==> src/rtl/conv_window_seq_pkg.sv <==
// Shared types and kernel geometry for the 3x3 convolution window sequencer.
package conv_window_seq_pkg;

    localparam int K           = 3;
    localparam int KERNEL_TAPS = 9;
    localparam int TAP_W       = 4;

    typedef enum logic [2:0] {
        IDLE,
        CLR,
        MAC,
        OUT,
        FIN
    } state_t;

endpackage

==> src/rtl/conv_window_seq_if.sv <==
// Control/handshake bundle between the sequencer and its MAC datapath and writeback sink.
interface conv_window_seq_if #(parameter int ADDR_W = 8);
    import conv_window_seq_pkg::*;

    logic              start;
    logic              busy;
    logic              done;
    logic [ADDR_W-1:0] pix_addr;
    logic [TAP_W-1:0]  wgt_addr;
    logic              mac_en;
    logic              acc_clr;
    logic              acc_last;
    logic              out_valid;
    logic              out_ready;
    logic [ADDR_W-1:0] out_addr;

    modport master (
        input  start, out_ready,
        output busy, done, pix_addr, wgt_addr, mac_en, acc_clr, acc_last,
               out_valid, out_addr
    );

    modport slave (
        output start, out_ready,
        input  busy, done, pix_addr, wgt_addr, mac_en, acc_clr, acc_last,
               out_valid, out_addr
    );

endinterface

==> src/rtl/conv_window_seq_tap_cnt.sv <==
// Kernel tap counter; kx/ky are tracked as their own counters so no divide is needed.
module conv_tap_cnt
    import conv_window_seq_pkg::*;
(
    input  logic             clk,
    input  logic             rst,
    input  logic             clear,
    input  logic             enable,
    output logic [TAP_W-1:0] tap,
    output logic [1:0]       kx,
    output logic [1:0]       ky,
    output logic             last
);

    assign last = (tap == TAP_W'(KERNEL_TAPS - 1));

    // Wraps to zero after the last tap so the counter idles at 0 between windows.
    always_ff @(posedge clk) begin
        if (rst || clear) begin
            tap <= '0;
            kx  <= '0;
            ky  <= '0;
        end else if (enable) begin
            if (last) begin
                tap <= '0;
                kx  <= '0;
                ky  <= '0;
            end else begin
                tap <= tap + 1'b1;
                if (kx == 2'(K - 1)) begin
                    kx <= '0;
                    ky <= ky + 1'b1;
                end else begin
                    kx <= kx + 1'b1;
                end
            end
        end
    end

endmodule

==> src/rtl/conv_window_seq.sv <==
// Walks every valid 3x3 window of an IMG_W x IMG_H frame, issuing one MAC strobe per tap.
module conv_window_seq
    import conv_window_seq_pkg::*;
#(
    parameter int IMG_W  = 8,
    parameter int IMG_H  = 8,
    parameter int ADDR_W = 8
) (
    input  logic              clk,
    input  logic              rst,
    conv_window_seq_if.master bus
);

    localparam logic [ADDR_W-1:0] OCOL_MAX = ADDR_W'(IMG_W - 3);
    localparam logic [ADDR_W-1:0] OROW_MAX = ADDR_W'(IMG_H - 3);
    localparam logic [ADDR_W-1:0] IN_W     = ADDR_W'(IMG_W);
    localparam logic [ADDR_W-1:0] OUT_W    = ADDR_W'(IMG_W - 2);

    state_t            state, state_nxt;
    logic [ADDR_W-1:0] orow, ocol, orow_nxt, ocol_nxt;
    logic [TAP_W-1:0]  tap;
    logic [1:0]        kx, ky;
    logic              tap_last;
    logic [ADDR_W-1:0] row_idx;

    conv_tap_cnt u_tap_cnt (
        .clk    (clk),
        .rst    (rst),
        .clear  (state == CLR),
        .enable (state == MAC),
        .tap    (tap),
        .kx     (kx),
        .ky     (ky),
        .last   (tap_last)
    );

    always_ff @(posedge clk) begin
        if (rst) begin
            state <= IDLE;
            orow  <= '0;
            ocol  <= '0;
        end else begin
            state <= state_nxt;
            orow  <= orow_nxt;
            ocol  <= ocol_nxt;
        end
    end

    // Window position only advances on an accepted result, so a stalled sink freezes out_addr.
    always_comb begin
        state_nxt = state;
        orow_nxt  = orow;
        ocol_nxt  = ocol;
        case (state)
            IDLE: begin
                if (bus.start) begin
                    state_nxt = CLR;
                    orow_nxt  = '0;
                    ocol_nxt  = '0;
                end
            end
            CLR: state_nxt = MAC;
            MAC: begin
                if (tap_last) begin
                    state_nxt = OUT;
                end
            end
            OUT: begin
                if (bus.out_ready) begin
                    if (ocol < OCOL_MAX) begin
                        ocol_nxt  = ocol + 1'b1;
                        state_nxt = CLR;
                    end else begin
                        ocol_nxt = '0;
                        if (orow < OROW_MAX) begin
                            orow_nxt  = orow + 1'b1;
                            state_nxt = CLR;
                        end else begin
                            state_nxt = FIN;
                        end
                    end
                end
            end
            FIN:     state_nxt = IDLE;
            default: state_nxt = IDLE;
        endcase
    end

    assign row_idx = orow + ADDR_W'(ky);

    // Addresses are forced to zero outside their own phase so idle outputs read as reset values.
    assign bus.busy      = (state != IDLE);
    assign bus.done      = (state == FIN);
    assign bus.acc_clr   = (state == CLR);
    assign bus.mac_en    = (state == MAC);
    assign bus.acc_last  = (state == MAC) && tap_last;
    assign bus.out_valid = (state == OUT);
    assign bus.wgt_addr  = (state == MAC) ? tap : '0;
    assign bus.pix_addr  = (state == MAC) ? (row_idx * IN_W + ocol + ADDR_W'(kx)) : '0;
    assign bus.out_addr  = (state == OUT) ? (orow * OUT_W + ocol) : '0;

endmodule

==> src/flat_wrapper.sv <==
// flat-port wrapper written by rule: the top's interface ports become plain ports
module conv_window_seq_flat import conv_window_seq_pkg::*;
#(
    parameter int IMG_W  = 8,
    parameter int IMG_H  = 8,
    parameter int ADDR_W = 8
)
  (clk, rst, bus_start, bus_out_ready, bus_busy, bus_done, bus_pix_addr, bus_wgt_addr, bus_mac_en, bus_acc_clr, bus_acc_last, bus_out_valid, bus_out_addr);
  conv_window_seq_if #(.ADDR_W(ADDR_W)) bus_i ();
  input  logic clk;
  input  logic rst;
  input wire logic [$bits(bus_i.start)-1:0] bus_start;
  input wire logic [$bits(bus_i.out_ready)-1:0] bus_out_ready;
  output wire logic [$bits(bus_i.busy)-1:0] bus_busy;
  output wire logic [$bits(bus_i.done)-1:0] bus_done;
  output wire logic [$bits(bus_i.pix_addr)-1:0] bus_pix_addr;
  output wire logic [$bits(bus_i.wgt_addr)-1:0] bus_wgt_addr;
  output wire logic [$bits(bus_i.mac_en)-1:0] bus_mac_en;
  output wire logic [$bits(bus_i.acc_clr)-1:0] bus_acc_clr;
  output wire logic [$bits(bus_i.acc_last)-1:0] bus_acc_last;
  output wire logic [$bits(bus_i.out_valid)-1:0] bus_out_valid;
  output wire logic [$bits(bus_i.out_addr)-1:0] bus_out_addr;
  assign bus_i.start = bus_start;
  assign bus_i.out_ready = bus_out_ready;
  assign bus_busy = bus_i.busy;
  assign bus_done = bus_i.done;
  assign bus_pix_addr = bus_i.pix_addr;
  assign bus_wgt_addr = bus_i.wgt_addr;
  assign bus_mac_en = bus_i.mac_en;
  assign bus_acc_clr = bus_i.acc_clr;
  assign bus_acc_last = bus_i.acc_last;
  assign bus_out_valid = bus_i.out_valid;
  assign bus_out_addr = bus_i.out_addr;
  conv_window_seq #(.IMG_W(IMG_W), .IMG_H(IMG_H), .ADDR_W(ADDR_W)) u_core (.clk(clk), .rst(rst), .bus(bus_i));
endmodule
==> config.mk <==
export PLATFORM = sky130hd
export DESIGN_NAME = conv_window_seq_flat
export DESIGN_NICKNAME = d
export VERILOG_FILES = /design/src/rtl/conv_window_seq_pkg.sv /design/src/rtl/conv_window_seq_if.sv /design/src/rtl/conv_window_seq_tap_cnt.sv /design/src/rtl/conv_window_seq.sv /design/src/flat_wrapper.sv
export SDC_FILE = /design/constraint.sdc
export NUM_CORES = 1
export LEC_CHECK = 0
export ABC_CLOCK_PERIOD_IN_PS = 6800
export BUFFER_PORTS_ARGS = -buffer_cell sky130_fd_sc_hd__buf_2
export CAP_MARGIN = 10
export CORE_ASPECT_RATIO = 1.2
export CORE_MARGIN = 2
export CORE_UTILIZATION = 63
export CTS_CLUSTER_DIAMETER = 120
export DETAILED_ROUTE_END_ITERATION = 8
export PLACE_DENSITY = 0.9
export SLEW_MARGIN = 20
export SYNTH_ARGS = -nofsm -noshare
export SYNTH_HDL_FRONTEND = slang
export SYNTH_SLANG_ARGS = --single-unit
==> constraint.sdc <==
create_clock -name clk -period 6.8 [get_ports clk]
set_input_delay 1.36 -clock clk [delete_from_list [all_inputs] [get_ports clk]]
set_output_delay 1.36 -clock clk [all_outputs]
set_load 0.02 [all_outputs]
Word level (Yosys, flattened, before mapping) --
Index checks and enable logic that the tools add are counted. Widths: inputs -> output; s select.
Cells by class: order comparisons 2, $mul 1, add/subtract/negate cells 9, mux-type cells 22, reduce and logical (&&, ||, !) cells 10, equal/unequal tests 11
Operators by type and width (count):
- $mux 8 | 8
- $pmux 8 s2 | 2
- $add 8x1->8 const B | 2
- $add 8x8->8 | 2
- $lt 8x3->1 const B | 2
- $mux 3 | 5
- $pmux 3 s4 | 1
- $add 8x2->8 | 1
- $mul 8x2->7 const B | 1
- $mux 2 | 4
- $mux 4 | 2
- $eq 3x2->1 const B | 2
- $ne 2x2->1 const B | 3
- $reduce_and 3->1 | 2
- $add 5x2->5 | 1
- $reduce_and 5->1 | 1
- $add 2x1->2 const B | 2
- $add 4x1->4 const B | 1
- $eq 4x4->1 const B | 1
- $ne 2x1->1 const B | 2
- $reduce_bool 2->1 | 2
- $eq 3x1->1 const B | 1
- $eq 3x3->1 const B | 1
- $logic_not 3->1 | 1
- other kinds (5) | 5
Storage, ports and cells: input port bits 4, output and inout port bits 26, logic and storage cells 61, register bits 27

Depth between registers and ports, before layout --
Gate-level depths: netlist of the first run.
depth after elaboration 5, depth in mapped cells 12, depth with buffers taken out 12

Modules after synthesis --
From an unflattened synthesis of the first run, not the netlist that was laid out.
Second synthesis, totals: cells, all modules 280, area total of the unflattened synthesis 2306.0 sq um
Modules (own cells, without submodules):
- conv_window_seq | sequential area each 380.4 sq um, area an instance 1909.3 sq um, cells an instance 240, times used 1
- conv_tap_cnt | sequential area each 160.2 sq um, area an instance 396.6 sq um, cells an instance 40, times used 1

Worst setup path after synthesis of the first run --
OpenSTA, ideal clock, no wires.
path kind reg2out, from reg u_core.orow[1], to out bus_out_addr[6], data arrival time 2743 ps, data required time 5440 ps, buffers on the path 0, cell stages (with the launch flop) 10, slack 2697 ps, path through dfxtp_1 -> ha_1 -> fa_1 -> a21o_1 -> a21oi_1 -> xnor2_1 -> ha_1 -> inv_1 -> or4_1 -> o211ai_1
Between the ends: cells in the longest elaborated chain, start to end 3
Ends and longest elaborated chain:
- from (decl) | line conv_window_seq.sv:20 | logic [ADDR_W-1:0] orow, ocol, orow_nxt, ocol_nxt;
- from (signal assigned) | line conv_window_seq.sv:44 | orow <= orow_nxt;
- $mul 8x2->7 | line conv_window_seq.sv:100 | assign bus.out_addr = (state == OUT) ? (orow * OUT_W + ocol) : '0;
- $add 8x8->8 | line conv_window_seq.sv:100
- $mux 8 | line conv_window_seq.sv:100
- to (decl) | line flat_wrapper.sv:22 | output wire logic [$bits(bus_i.out_addr)-1:0] bus_out_addr;
Every way passes these cells.

Worst setup path after layout of the first run --
Ends and elaborated chain as after synthesis.

==> results.yml, run 1 <==
run_status:
  outcome: "complete, no violations"
timing:
  finalSetupTns_ps: 0
  min_period_ps: 4520
  clock.fmax_ghz: 0.221
  slew_headroom: 0.502
  rsz0062_at_grt: "false"
  setup_viol: 0
  finalWorstSetupSlack_ps: 2280
  slew_violations: 0
  hold_ws_ps: 455
  post-route-period-util: 0.665
  tightest_slew_ps: 745
  final_hold_viol_count: 0
  skew_ps: 6.76
detailed_routing:
  drcViolationCount: 0
  vias: 2054
  via_per_inst: 5.92
  drt_wl_total_mm: 5.05
  antenna_left: 0
  drt-initial-drc-count: 120
  dr.pass1.iters: 4
  wl_per_cell_um: 14.6
global_route:
  antenna_found_initial: 0
  grt_max_degree: 17
  grt_util_all_layers: 0.260
  grt_pass1_vias: 1964
  grt_overflow: 0
  grt_first_pass_wirelength_mm: 8.67
setup_path:
  crit_type: "register to output pin"
  endpoint_kind: "output pin"
  cp-start-kind: "register"
  reg2reg_from: "u_core.ocol[1]"
  critPathArrivalTime_ps: 3160
  worstSetupEndpoint: "bus_out_addr[6]"
  cp_data_required_time_ps: 5440
  rrSetupSlack_ps: 4340
  rr_endpoint: "u_core.orow[4]"
  worst-r2r-cell-count: 7
  critPathLaunch: "u_core.orow[1]"
  critPathMaxFanout: 8
synth:
  synth_seq_cells: 27
  ys_warn_count: 0
  synth_edf_count: 0
  yosys.area.top_type: "dfxtp_1"
  ys_top_cells_by_area: "dfxtp_1, ha_1, nor2_1"
  yosysSeqAreaShare: 0.229
  synth_common_cells: "nor2_1, ha_1, dfxtp_1"
  syn_nets: 321
  synthesis.area_mm2: 0.00236
  synth_flop_cell: "dfxtp_1"
  synth.most_common_cell: "nor2_1"
  synth_cell_types: 62
  syn_inst: 285
  syn_avg_cell_area_um2: 8.28
  yosysTopAreaCellShare: 0.229
  async_flop_share: 0
clock_network:
  cts_resized: 0
  ctsHoldBuffers: 0
  post_cts_buffers: 0
  clk_path_buf_depth: 2
  cts_tree: "done"
  numCtsBuffers: 3
  clkTransAtPathRegs_ps: 100
  root_buffer: "clkbuf_8"
  htree_levels: 1
  clock-sinks: 27
  clk_latency_ps: 280
floorplan:
  core_area_mm2: 0.00360
  num_rows: 24
  die_y_um: 71.0
  initial_core_util: 0.655
  io_pins: 30
  dieArea_mm2: 0.00425
  die_x_um: 59.9
run:
  maxCapViolCount: 0
power_and_ir_drop:
  p_total_uw: 302
  powerDensity_mw_per_mm2: 118
  power_leakage_uw: 0.00119
  max-vdd-ir-drop_mv: 0.0707
placement:
  io_buffers: 29
  dp_slack_ps: 2610
  dpl.hpwl_mm: 3.98
  gp_congestion: 0.874
cells_and_area:
  area.growth.synth_to_final_pct: 8.01
  fin_nets: 345
  diodes: 0
  drive_gt1_frac: 0.156
worst_hold_path:
  hold_path_class: "register to register"
-- area by class of cell --
class | instances | area [um^2]
clock buffers | 3 | 41.3
clock inverters | 1 | 7.51
repair buffers | 29 | 145
flip-flops and latches | 27 | 541
multi-input cells | 228 | 1680
well taps | 39 | 48.8
fillers | 280 | 1060
inverters | 20 | 81.3
-- critical path: stages, from the launching register on --
cell	delay [ps]
dfxtp_1	390
ha_1	320
fa_1	490
a21o_1	180
a21oi_1	170
xnor2_1	90
ha_1	330
inv_1	90
or4_1	470
o211ai_1	160
buf_2	190
-- report_power, final --
group	switching, uW	internal (uW)	total, uW
logic	26.9	13.5	40.4
clock network	54.4	41.8	96.1
registers	5.08	160	165
total	86.4	215	302
-- worst min-delay path by stage --
stage                                end  cells past startpoint            from
after floorplan           u_core.orow[7]                      2  u_core.orow[7]
after global placement    u_core.orow[7]                      2  u_core.orow[7]
after detailed placement  u_core.orow[7]                      2  u_core.orow[7]
after CTS                 u_core.orow[7]                      2  u_core.orow[7]
after global routing      u_core.orow[7]                      2  u_core.orow[7]
final                     u_core.orow[7]                      2  u_core.orow[7]
-- placed cells by master (no fill, tap or decap), types with 3 or more instances in the layout --
cell      Yosys  routed
nand2_1      18      18
xnor2_1      11      11
a21oi_1      22      22
a21o_1        3       3
dfxtp_1      27      27
o21ai_0       7       7
a211oi_1      3       3
a31oi_1       3       3
nor2b_1       8       8
nor3b_1       4       4
nor2_1       41      41
fa_1          4       4
nor3_1        6       6
nand3_1       4       4
buf_2         1      29
xor2_1        8       8
inv_1        18      18
ha_1         28      28
nand4_1       3       3
o211ai_1      3       3
and2_1        8       8
clkbuf_8      0       3
-- metal layers --
metal	wire, um	GRT usage
met3	150	0.0311
met1	2240	0.325
met5	0	0
met2	2510	0.440
met4	145	0.111
-- per-stage QoR --
stage          utilization  std cells  cell area [um^2]
6_report             0.707        347              2550
3_3_place_gp         0.693        343              2500
4_1_cts              0.707        347              2550
5_1_grt              0.707        347              2550
3_5_place_dp         0.693        343              2500
2_1_floorplan            -        285              2360
-- cell families (layout without fill, tap and decap cells) --
logic type                 after synthesis  in the layout  synth area share
and+or+nand+nor                        112            112             0.264
AOI/OAI and AO/OA                       63             63             0.188
adders and majority gates               32             32             0.182
buffers and inverters                   30             53            0.0573
DFF                                     27             27             0.229
xor gates and xnor gates                19             19            0.0706
muxes                                    2              2           0.00902
-- sequential cells by signal (all words and copies together), names as in the netlist --
name and count:
u_core.ocol 8, u_core.state 3, u_core.u_tap_cnt.tap 4, u_core.u_tap_cnt.kx 2, u_core.orow 8, u_core.u_tap_cnt.ky 2
(Power assumes the default switching activity.)
==> run 2: changes to the inputs <==
--- a/config.mk
+++ b/config.mk
@@ -5,15 +5,15 @@
 export SDC_FILE = /design/constraint.sdc
 export NUM_CORES = 1
 export LEC_CHECK = 0
-export ABC_CLOCK_PERIOD_IN_PS = 6800
+export ABC_CLOCK_PERIOD_IN_PS = 4200
 export BUFFER_PORTS_ARGS = -buffer_cell sky130_fd_sc_hd__buf_2
 export CAP_MARGIN = 10
 export CORE_ASPECT_RATIO = 1.2
 export CORE_MARGIN = 2
-export CORE_UTILIZATION = 63
+export CORE_UTILIZATION = 58
 export CTS_CLUSTER_DIAMETER = 120
 export DETAILED_ROUTE_END_ITERATION = 8
-export PLACE_DENSITY = 0.9
+export PLACE_DENSITY = 0.84
 export SLEW_MARGIN = 20
 export SYNTH_ARGS = -nofsm -noshare
 export SYNTH_HDL_FRONTEND = slang
==> constraint.sdc (replaced) <==
create_clock -name clk -period 4.2 [get_ports clk]
set_input_delay 0.84 -clock clk [delete_from_list [all_inputs] [get_ports clk]]
set_output_delay 0.84 -clock clk [all_outputs]
set_load 0.02 [all_outputs]
==> run 2 against run 1 <==
- routed wire length down 1.5%
- global-route usage down 3.4 points
- critical endpoint unchanged
- final cell count up 4.3%
- non-clock buffer count unchanged
==> results.yml, run 2 (same netlist as run 1, synthesis figures left out) <==
setup_path:
  critPathMaxFanout: 8
  reg2reg_from: "u_core.state[0]"
  crit_type: "register to output pin"
  critPathArrivalTime_ps: 3080
  critPathLaunch: "u_core.orow[1]"
  endpoint_kind: "output pin"
  cp-start-kind: "register"
  rrSetupSlack_ps: 1780
  worstSetupEndpoint: "bus_out_addr[6]"
  rr_endpoint: "u_core.orow[5]"
  cp_data_required_time_ps: 3360
  worst-r2r-cell-count: 6
detailed_routing:
  wl_per_cell_um: 13.7
  drcViolationCount: 0
  dr.pass1.iters: 4
  drt_wl_total_mm: 4.97
  vias: 2058
  antenna_left: 0
  drt-initial-drc-count: 117
  via_per_inst: 5.69
placement:
  io_buffers: 29
  placed_cells: 358
  dpl.hpwl_mm: 3.80
  gp_congestion: 0.923
  dp_slack_ps: 526
cells_and_area:
  drive_gt1_frac: 0.156
  layout_commonest_cell: "nor2_1"
  fillCellCount: 353
  diodes: 0
  fin_nets: 345
  final_cell_mix: "nor2_1, buf_2, ha_1, dfxtp_1, a21oi_1"
  reg.largest.list: "u_core.ocol (8), u_core.orow (8), u_core.u_tap_cnt.tap (4)"
  stdcell_count: 362
  area.growth.synth_to_final_pct: 8.75
timing:
  finalSetupTns_ps: 0
  setup_viol: 0
  clock.fmax_ghz: 0.255
  slew_headroom: 0.498
  min_period_ps: 3920
  tightest_slew_ps: 750
  rsz0062_at_grt: "false"
  final_hold_viol_count: 0
  finalWorstSetupSlack_ps: 279
  skew_ps: 1.76
  post-route-period-util: 0.934
  slew_violations: 0
clock_network:
  clkTransAtPathRegs_ps: 90
  root_buffer: "clkbuf_8"
  clk_path_buf_depth: 2
  ctsHoldBuffers: 0
  htree_levels: 1
  clock-sinks: 27
  clk_latency_ps: 280
  cts_tree: "done"
  numCtsBuffers: 3
global_route:
  grt_max_degree: 16
  antenna_found_initial: 0
  grt_overflow: 0
  grt_pass1_vias: 1804
  grt_first_pass_wirelength_mm: 8.34
  grt_util_all_layers: 0.226
run_status:
  outcome: "complete, no violations"
floorplan:
  io_pins: 30
  core_area_mm2: 0.00391
  die_y_um: 73.9
  initial_core_util: 0.603
  die_x_um: 62.2
  num_rows: 25
  dieArea_mm2: 0.00459
power_and_ir_drop:
  power_leakage_uw: 0.00118
  powerDensity_mw_per_mm2: 188
  max-vdd-ir-drop_mv: 0.0914
worst_hold_path:
  hold_path_class: "register to register"
run:
  maxCapViolCount: 0
-- run 2: changes by cell type in the layout (fill, tap and decap cells not counted) --
cell	change
clkinvlp_4	-1
ha_2	+1
ha_1	-1
clkbuf_1	+1
-- run 2: per-layer routing --
| metal | track usage | part of all wire |
|---|---|---|
| met5 | 0 | 0 |
| met3 | 0.0352 | 0.029 |
| met1 | 0.278 | 0.45 |
| met4 | 0.0914 | 0.021 |
| met2 | 0.397 | 0.50 |
-- run 2: worst min path at each step --
stage,startpoint,end,slack [ps],cells after the start
2_1_floorplan,u_core.orow[7],u_core.orow[7],430,2
3_3_place_gp,u_core.orow[7],u_core.orow[7],440,2
3_5_place_dp,u_core.orow[7],u_core.orow[7],440,2
4_1_cts,u_core.orow[7],u_core.orow[7],460,2
5_1_grt,u_core.orow[7],u_core.orow[7],490,2
6_report,u_core.orow[7],u_core.orow[7],460,2
-- run 2: layout make-up --
type / count / area, um^2 / area share
multi-input combinational: 228 / 1690 / 0.657
tap: 54 / 67.6 / 0.0263
sequential: 27 / 541 / 0.211
timing repair buffer: 29 / 145 / 0.0566
clock buffer: 4 / 45.0 / 0.0176
inverter: 20 / 81.3 / 0.0317
-- run 2: critical path: stages, from the launching register on --
cell,delay [ps]
dfxtp_1,400
ha_2,270
fa_1,460
a21o_1,170
a21oi_1,160
xnor2_1,90
ha_1,330
inv_1,90
or4_1,470
o211ai_1,160
buf_2,190
-- run 2: timing repair --
item                       CTS  global route
setup buffers                0             0
setup endpoints to repair    0             1
resized for setup            0             1
-- run 2: report_power, final --
part	total [uW]	internal, uW	switching (uW)
registers	268	259	8.18
logic	64.2	21.9	42.4
clock network	152	68.3	83.2
-- run 2: through the flow --
step	hold slack (ps)	instance area (um^2)	utilization	total power, uW
after global routing	491	2560	0.656	502
after global placement	441	2520	0.644	337
after floorplan	426	2360	-	326
final	457	2560	0.656	483
after CTS	457	2560	0.655	485
after detailed placement	444	2520	0.644	337
